**config.mk**
```make
export PLATFORM = sky130hd
export DESIGN_NAME = shr_issue_stage
export DESIGN_NICKNAME = d
export VERILOG_FILES = /design/src/rtl/shr_issue_stage_pkg.sv /design/src/rtl/shr_issue_stage_shr.sv /design/src/rtl/shr_issue_stage.sv
export SDC_FILE = /design/constraint.sdc
export NUM_CORES = 1
export LEC_CHECK = 0
export ABC_AREA = 1
export ABC_CLOCK_PERIOD_IN_PS = 2600
export BUFFER_PORTS_ARGS = -buffer_cell sky130_fd_sc_hd__buf_4
export CORE_ASPECT_RATIO = 1.4
export CORE_MARGIN = 1
export CORE_UTILIZATION = 55
export CTS_CLUSTER_SIZE = 12
export DETAILED_ROUTE_END_ITERATION = 7
export HOLD_SLACK_MARGIN = 0.15
export PLACE_DENSITY = 0.8
export SKIP_LAST_GASP = 1
export SYNTH_ARGS = -nofsm -noshare
export SYNTH_HDL_FRONTEND = slang
export SYNTH_SLANG_ARGS = --single-unit
```
**constraint.sdc**
```tcl
create_clock -name Clk -period 2.6 [get_ports Clk]
set_input_delay 0.52 -clock Clk [delete_from_list [all_inputs] [get_ports Clk]]
set_output_delay 0.52 -clock Clk [all_outputs]
set_load 0.01 [all_outputs]
```
**src/rtl/shr_issue_stage_pkg.sv**
```systemverilog
`default_nettype none
// ============================================================================
//  Module   : shr_issue_stage_pkg
//  Purpose  : Shared defaults and FIFO-entry packing helper for the SHR
//             operand-issue stage.
//  Contents : DEF_DATAWIDTH - default operand/result width
//             DEF_DEPTH     - default operand FIFO depth
//             entry_w()     - width of one packed {a, sh_amt} FIFO entry
//  Revision : 1.0 - initial release
// ============================================================================
package shr_issue_stage_pkg;

    localparam int DEF_DATAWIDTH = 8;
    localparam int DEF_DEPTH     = 4;

    // One FIFO entry carries the value to shift and its shift amount side by
    // side, so it is twice the datapath width.
    function automatic int entry_w(input int dw);
        return 2 * dw;
    endfunction

endpackage
`default_nettype wire

```
**src/rtl/shr_issue_stage_shr.sv**
```systemverilog
`default_nettype none
// ============================================================================
//  Module   : shr_issue_stage_shr
//  Purpose  : Combinational logical right shifter (SHR datapath component).
//             Zero-filled, no sign extension, no width growth; any shift
//             amount >= DATAWIDTH produces zero.
//  Ports    : a_i      [DATAWIDTH] value to shift
//             sh_amt_i [DATAWIDTH] shift amount
//             d_o      [DATAWIDTH] shifted result
//  Revision : 1.0 - initial release
// ============================================================================
module shr_issue_stage_shr #(
    parameter int DATAWIDTH = 8
) (
    input  logic [DATAWIDTH-1:0] a_i,
    input  logic [DATAWIDTH-1:0] sh_amt_i,
    output logic [DATAWIDTH-1:0] d_o
);

    // The >> operator is logical and yields zero once the amount reaches the
    // operand width, which is exactly the required out-of-range behaviour.
    assign d_o = a_i >> sh_amt_i;

endmodule
`default_nettype wire

```
**src/rtl/shr_issue_stage.sv**
```systemverilog
`default_nettype none
// ============================================================================
//  Module   : shr_issue_stage
//  Purpose  : Pipelined, back-pressurable issue stage in front of the SHR
//             shifter. Operand pairs are buffered in a DEPTH-entry FIFO; the
//             FIFO head is shifted and captured in a valid/ready output
//             register.
//  Ports    : Clk        rising-edge clock
//             Rst        asynchronous active-low reset
//             in_valid   upstream offers {in_a, in_sh_amt}
//             in_ready   FIFO not full (registered count only)
//             in_a       value to shift
//             in_sh_amt  logical right-shift amount
//             out_valid  out_d holds an unconsumed result
//             out_ready  downstream accepts out_d
//             out_d      registered shift result
//             count      FIFO occupancy 0..DEPTH (output register excluded)
//  Revision : 1.0 - initial release
// ============================================================================
module shr_issue_stage
    import shr_issue_stage_pkg::*;
#(
    parameter int DATAWIDTH = DEF_DATAWIDTH,
    parameter int DEPTH     = DEF_DEPTH,
    parameter int CNTW      = $clog2(DEPTH) + 1
) (
    input  logic                 Clk,
    input  logic                 Rst,
    input  logic                 in_valid,
    output logic                 in_ready,
    input  logic [DATAWIDTH-1:0] in_a,
    input  logic [DATAWIDTH-1:0] in_sh_amt,
    output logic                 out_valid,
    input  logic                 out_ready,
    output logic [DATAWIDTH-1:0] out_d,
    output logic [CNTW-1:0]      count
);

    localparam int              PTRW    = $clog2(DEPTH);
    localparam int              ENTRY_W = entry_w(DATAWIDTH);
    localparam logic [CNTW-1:0] FULL    = CNTW'(DEPTH);

    logic [ENTRY_W-1:0]   mem_q [DEPTH];
    logic [PTRW-1:0]      wr_ptr_q, wr_ptr_d;
    logic [PTRW-1:0]      rd_ptr_q, rd_ptr_d;
    logic [CNTW-1:0]      count_q, count_d;
    logic                 out_valid_q, out_valid_d;
    logic [DATAWIDTH-1:0] out_d_q, out_d_d;

    logic                 push;
    logic                 load;
    logic [ENTRY_W-1:0]   head;
    logic [DATAWIDTH-1:0] shr_d;

    // Readiness comes from the registered count alone, so a full FIFO refuses
    // input even in a cycle where it also pops.
    assign in_ready = (count_q != FULL);
    assign push     = in_valid & in_ready;
    assign load     = (count_q != '0) & (~out_valid_q | out_ready);

    assign head = mem_q[rd_ptr_q];

    shr_issue_stage_shr #(
        .DATAWIDTH (DATAWIDTH)
    ) u_shr (
        .a_i      (head[ENTRY_W-1 -: DATAWIDTH]),
        .sh_amt_i (head[DATAWIDTH-1:0]),
        .d_o      (shr_d)
    );

    always_comb begin
        wr_ptr_d    = wr_ptr_q;
        rd_ptr_d    = rd_ptr_q;
        count_d     = count_q;
        out_valid_d = out_valid_q;
        out_d_d     = out_d_q;

        // Pointers are PTRW bits wide and DEPTH is a power of two, so the
        // increment wraps on its own.
        if (push) begin
            wr_ptr_d = wr_ptr_q + 1'b1;
        end

        if (load) begin
            rd_ptr_d    = rd_ptr_q + 1'b1;
            out_valid_d = 1'b1;
            out_d_d     = shr_d;
        end else if (out_valid_q && out_ready) begin
            out_valid_d = 1'b0;
        end

        unique case ({push, load})
            2'b10:   count_d = count_q + 1'b1;
            2'b01:   count_d = count_q - 1'b1;
            default: count_d = count_q;
        endcase
    end

    always_ff @(posedge Clk or negedge Rst) begin
        if (!Rst) begin
            wr_ptr_q    <= '0;
            rd_ptr_q    <= '0;
            count_q     <= '0;
            out_valid_q <= 1'b0;
            out_d_q     <= '0;
        end else begin
            wr_ptr_q    <= wr_ptr_d;
            rd_ptr_q    <= rd_ptr_d;
            count_q     <= count_d;
            out_valid_q <= out_valid_d;
            out_d_q     <= out_d_d;
        end
    end

    // Storage is not reset: an entry is only ever read after it was written,
    // and reset clears the pointers and count that qualify it.
    always_ff @(posedge Clk) begin
        if (push) begin
            mem_q[wr_ptr_q] <= {in_a, in_sh_amt};
        end
    end

    assign out_valid = out_valid_q;
    assign out_d     = out_d_q;
    assign count     = count_q;

endmodule
`default_nettype wire

```
**After elaboration in Yosys (flattened, before gate mapping)**

Memories as Yosys holds them, arrays and structs flattened.
Cells that the tools add are included.

- Flip-flop bits (word level): 16
- Latch bits: 0
- Bits in writable memories: 64
- Bits in read-only memories: 0
- Input bits: 20
- Output and inout port bits: 13
- Word-level logic and storage cells: 27
- Memories: 1

Memory list:

| name | depth | width | read ports | clocked after memory_dff | wr ports | line | RTL |
|---|---|---|---|---|---|---|---|
| mem_q | 4 | 16 | 1 | 0 | 1 | shr_issue_stage.sv:43 | `logic [ENTRY_W-1:0] mem_q [DEPTH];` |

- Add/subtract/negate cells: 4
- Multiply operators: 0
- Divide/modulo/power cells: 0
- $lt $le $gt $ge: 0
- Equality and inequality tests: 3
- Shift-type cells: 1
- Multiplexer cells: 5
- Bitwise gates (word level): 4
- Reductions and logical operators: 4

Operators with widths:

| cell | count |
|---|---|
| $shr 8x8->8 | 1 |
| $pmux 3 s2 | 1 |
| $add 2x1->2 const B | 2 |
| $mux 1 | 4 |
| $reduce_bool 2->1 | 2 |
| $add 3x1->3 const B | 1 |
| $ne 3x3->1 const B | 1 |
| $reduce_bool 3->1 | 1 |
| $sub 3x1->3 const B | 1 |
| $and 1x1->1 | 2 |
| $eq 2x1->1 const B | 1 |
| $eq 2x2->1 const B | 1 |
| $logic_and 1x1->1 | 1 |
| $not 1->1 | 1 |
| $or 1x1->1 | 1 |

**Depth between registers and ports, before layout**

- Word-level depth: 5
- Mapped depth: 13
- Gate-level depth less buffers: 12

**Cells and area by module**

Synthesis repeated with hierarchy kept, for this count alone.

- Cells, all modules: 364
- Area, all modules: 3912.5 um2

By module, submodules not included:

| module | instances | cells each | area each (um2) | seq. area each (um2) |
|---|---|---|---|---|
| shr_issue_stage | 1 | 285 | 3549.7 | 2322.2 |
| shr_issue_stage_shr | 1 | 79 | 362.8 | 0.0 |

**Worst setup path before layout**

OpenSTA, ideal clock, no wires.

- Path kind: reg-to-reg
- Start: register count_q[0] (netlist: count[0])
- End: memory mem_q[0][0] (netlist name), enable pin
- Setup time: 0.389 ns
- Arrival: 1.577 ns
- Data required time: 2.211 ns
- Path slack: 0.634 ns
- Cell stages (with the launch flop): 5
- Buffers on the path: 0
- Period minus slack after synthesis: 1.966 ns
- Cell sequence: dfrtp_1 > inv_1 > nand3_1 > nand2_1 > nor2_1

- Word-level cells in the longest chain between the ends: 4

RTL lines:

| item | line | RTL |
|---|---|---|
| from (decl) | shr_issue_stage.sv:46 | `logic [CNTW-1:0] count_q, count_d;` |
| from (signal assigned) | shr_issue_stage.sv:109 | `count_q <= count_d;` |
| $ne 3x3->1 | shr_issue_stage.sv:57 | `assign in_ready = (count_q != FULL);` |
| net in_ready | shr_issue_stage.sv:30 | `output logic in_ready,` |
| $and 1x1->1 | shr_issue_stage.sv:58 | `assign push = in_valid & in_ready;` |
| $mux 1 | shr_issue_stage.sv:118 | `if (push) begin` |
| $mux 1 (not written as such) | shr_issue_stage.sv:119 | `mem_q[wr_ptr_q] <= {in_a, in_sh_amt};` |
| to (decl) | shr_issue_stage.sv:43 |  |

The timed path passes the listed nets, and every way through them passes these cells.

**Final worst setup path**

- Start: register count_q[0] (netlist: count[0])
- End: register count_q[2] (netlist: count[2])

- Word-level cells in the longest chain between the ends: 4
- Elaborated cells between the ends (all ways): 10
- Classes of those cells: 2 x add/sub; 3 x eq/ne; 1 x mux; 2 x bitwise; 2 x reduce/logical

RTL lines:

| item | line | RTL |
|---|---|---|
| $ne 3x3->1 or $reduce_bool 3->1 (tied branches) | shr_issue_stage.sv:57, shr_issue_stage.sv:59 |  |
| $and 1x1->1, on equally long branches | shr_issue_stage.sv:58, shr_issue_stage.sv:59 |  |
| $eq 2x1->1 or $eq 2x2->1 (tied branches) | shr_issue_stage.sv:92 | `unique case ({push, load})` |
| $pmux 3 s2 or $reduce_bool 2->1 (tied branches) | -- |  |

Several ways; a longest one is shown, not always the timed one.
A chain may end at the register's enable or synchronous reset.

==> flow_metrics.tcl <==
set metrics [dict create \
    status "finished, final reports clean" \
    place_congestion 0.884 \
    max_slew.worst_pin.slew_ns 0.465 \
    path_buf_inv 2 \
    crit_path_end_kind "flop" \
    max_stage_delay_ns 0.42 \
    synth_top_cells_by_count "nand2_1 (79), edfxtp_1 (64), nor2_1 (42)" \
    start_util 0.571 \
    insertion_delay_ns 0.35 \
    rsz0062_at_grt "false" \
    layout_setup_ws_ns 0.653 \
    grt_first_pass_wirelength_mm 11.1 \
    grt_remaining_overflow 0 \
    io_buffer_count 32 \
    worstPathMaxFanout 8 \
    seqPwrFrac 0.377 \
    critPathLaunchType "flop" \
    avgSynthCellArea_um2 11.1 \
    fp-row-count 34 \
    antenna_found_initial 0 \
    drtIter0Drc 158 \
    switching_share 0.392 \
    power_density_mw_per_mm2 1170 \
    synth.most_common_cell "nand2_1" \
    ctsHoldBuffers 1 \
    synth_seq_cells 80 \
    synth-edff-count 64 \
    met2_wirelength_mm 3.39 \
    cts-resized-gates 0 \
    drtPass1Iterations 4 \
    ios 33 \
    multi_input_area_mm2 0.00105 \
    yosysTopAreaCellShare 0.542 \
    post-dp-hpwl_mm 4.31 \
    die-width_um 69.9 \
    cts_tree "done" \
    seq_area_frac_synth 0.655 \
    critical_path_arrival_ns 2.22 \
    ys_types 28 \
    path_delay_family "adder cells" \
    dr.max_layer_used "met4" \
    area_growth_pct 15.4 \
    fin_crit_ns 1.95 \
    synth_nets 347 \
    diodes 0 \
    fmax_mhz 514 \
    synth_top_cell_by_area "edfxtp_1" \
    slowest_stage "dfrtp_1" \
    netlist_instances 321 \
    hp-class "input pin to flop" \
    gr-usage-all-layers 0.214 \
    p_clk_frac 0.208 \
    intPower_mw 2.92 \
    p_sw_mw 1.88 \
    clk_pin_slew_ns 0.09 \
    cts_setup_buffers 0 \
    layout.nets 391 \
    pre_cts_ws_ns 0.663 \
    slew_violations 0 \
    setup_violations 0 \
    slew_headroom 0.690 \
    drt_wl_total_mm 6.48 \
    die_h_um 97.0 \
    wl_per_cell_um 14.7 \
    p_leak_nw 1.72 \
    finalSetupTns_ns 0 \
    cts_max_path_buffers 2 \
    syn_area_mm2 0.00355 \
    hold_viol 0 \
    crit_chain "inv_1 -> nand3_1 -> nand2_1 -> ha_1 -> inv_1 -> fa_1 -> nor2_1 -> nor2_1 -> nand2_1 -> xnor2_1" \
    clockRootBuffer "clkbuf_8" \
    vdd_drop_max_uv 554 \
    maxCapViolCount 0 \
    vias 2329 \
    nFillCells 463 \
    dr_wl_met3_um 249 \
    ant_nets 0 \
    coreArea_mm2 0.00621 \
    vias_per_cell 5.27 \
    period_share 0.749 \
    wl_met1_mm 2.74 \
    clkSinkCount 80 \
    final_core_util 0.659 \
    finalClockSkew_ns 0.0114 \
    yosys_warnings 0 \
    cts-buffers-inserted 9 \
    remaining_drc_errors 0 \
    crit_type "flop to flop" \
    seq_area_mm2 0.00232 \
    async_reset_ff_frac 0.200 \
    power.share.combinational 0.415 \
    synthFlopType "edfxtp_1" \
    cp.required_ns 2.88 \
    grt_pass1_vias 2362 \
    synth_area_leaders "edfxtp_1 (54%), dfrtp_1 (11%), nand2_1 (8.4%)" \
    grt_max_degree 31 \
    die-area_mm2 0.00678 \
    htreeDepth 3 \
    drive_gt1_frac 0.205 \
]
## flip-flops by register name, indices dropped and copies added (netlist names)
register,count
count,3
rd_ptr_q,2
mem_q,64
wr_ptr_q,2
out_d,8
out_valid,1
## power groups by stage
stage,Sequential (mW),Combinational [mW],Clock (mW)
3_3_place_gp,1.83,1.93,0
3_5_place_dp,1.84,1.99,0
5_1_grt,1.84,2.24,1.07
4_1_cts,1.81,2.01,1.02
2_1_floorplan,1.85,1.47,0
6_report,1.81,1.99,1.00
## per-stage QoR
step                cells  hold slack (ns)  instance area [um^2]  power, mW
global placement      425            0.386                  3860       3.75
floorplan             321            0.224                  3550       3.33
CTS                   442            0.356                  4090       4.84
global route          442            0.352                  4090       5.15
finish                442            0.364                  4090       4.80
detailed placement    425            0.390                  3860       3.83
## cells in the final DEF (no fill, tap or decap), drive strengths merged, types with 3 or more instances in the layout
cell and count:
nand2 83, edfxtp 64, nor2 45, buf 40
nand3 39, inv 28, o21ai 19, dfrtp 16
clkbuf 10, ha 5, a21oi 3
## worst reg2reg max path, stage by stage, from the launching register on
cell	delay (ns)
dfrtp_1	0.42
inv_1	0.11
nand3_1	0.11
nand2_1	0.24
ha_1	0.19
inv_1	0.07
fa_1	0.38
nor2_1	0.11
nor2_1	0.04
nand2_1	0.07
xnor2_1	0.12
## cell families after synthesis
logic type / count (synthesis) / share of synthesized area
DFF: 80 / 0.655
adders and majority gates: 6 / 0.0233
and+or+nand+nor: 171 / 0.218
buffers and inverters: 35 / 0.0494
xor gates and xnor gates: 4 / 0.00988
AOI/OAI and AO/OA: 25 / 0.0444
## metal layers
layer / up-vias / GRT usage
li1: 1159 / -
met1: 1116 / 0.266
met2: 48 / 0.364
met3: 6 / 0.0438
met4: 0 / 0.0846
met5: - / 0
## cell type report
class | count | share of cell area
Timing Repair Buffer | 41 | 0.0758
Sequential cell | 80 | 0.567
Clock buffer | 10 | 0.0312
Clock inverter | 6 | 0.0226
Multi-Input combinational cell | 206 | 0.256
Tap cell | 72 | 0.0220
Inverter | 27 | 0.0248
## path summary, 6_finish.rpt
path                                 startpoint                 endpoint  slack [ns]  cells past startpoint
setup / recovery           count[0]$_DFFE_PN0P_     count[2]$_DFFE_PN0P_        0.65                     10
setup reg to reg           count[0]$_DFFE_PN0P_     count[2]$_DFFE_PN0P_        0.65                     10
hold reg to reg            out_d[6]$_DFFE_PN0P_     out_d[6]$_DFFE_PN0P_        0.48                      2
min in group asynchronous                   Rst  wr_ptr_q[0]$_DFFE_PN0P_        0.56                      2
hold / removal                          in_a[2]   mem_q[0][10]$_DFFE_PP_        0.36                      1
max in group asynchronous                   Rst    out_valid$_DFFE_PN0P_        1.85                      2
No activity file was read; power rests on OpenSTA's default activity.
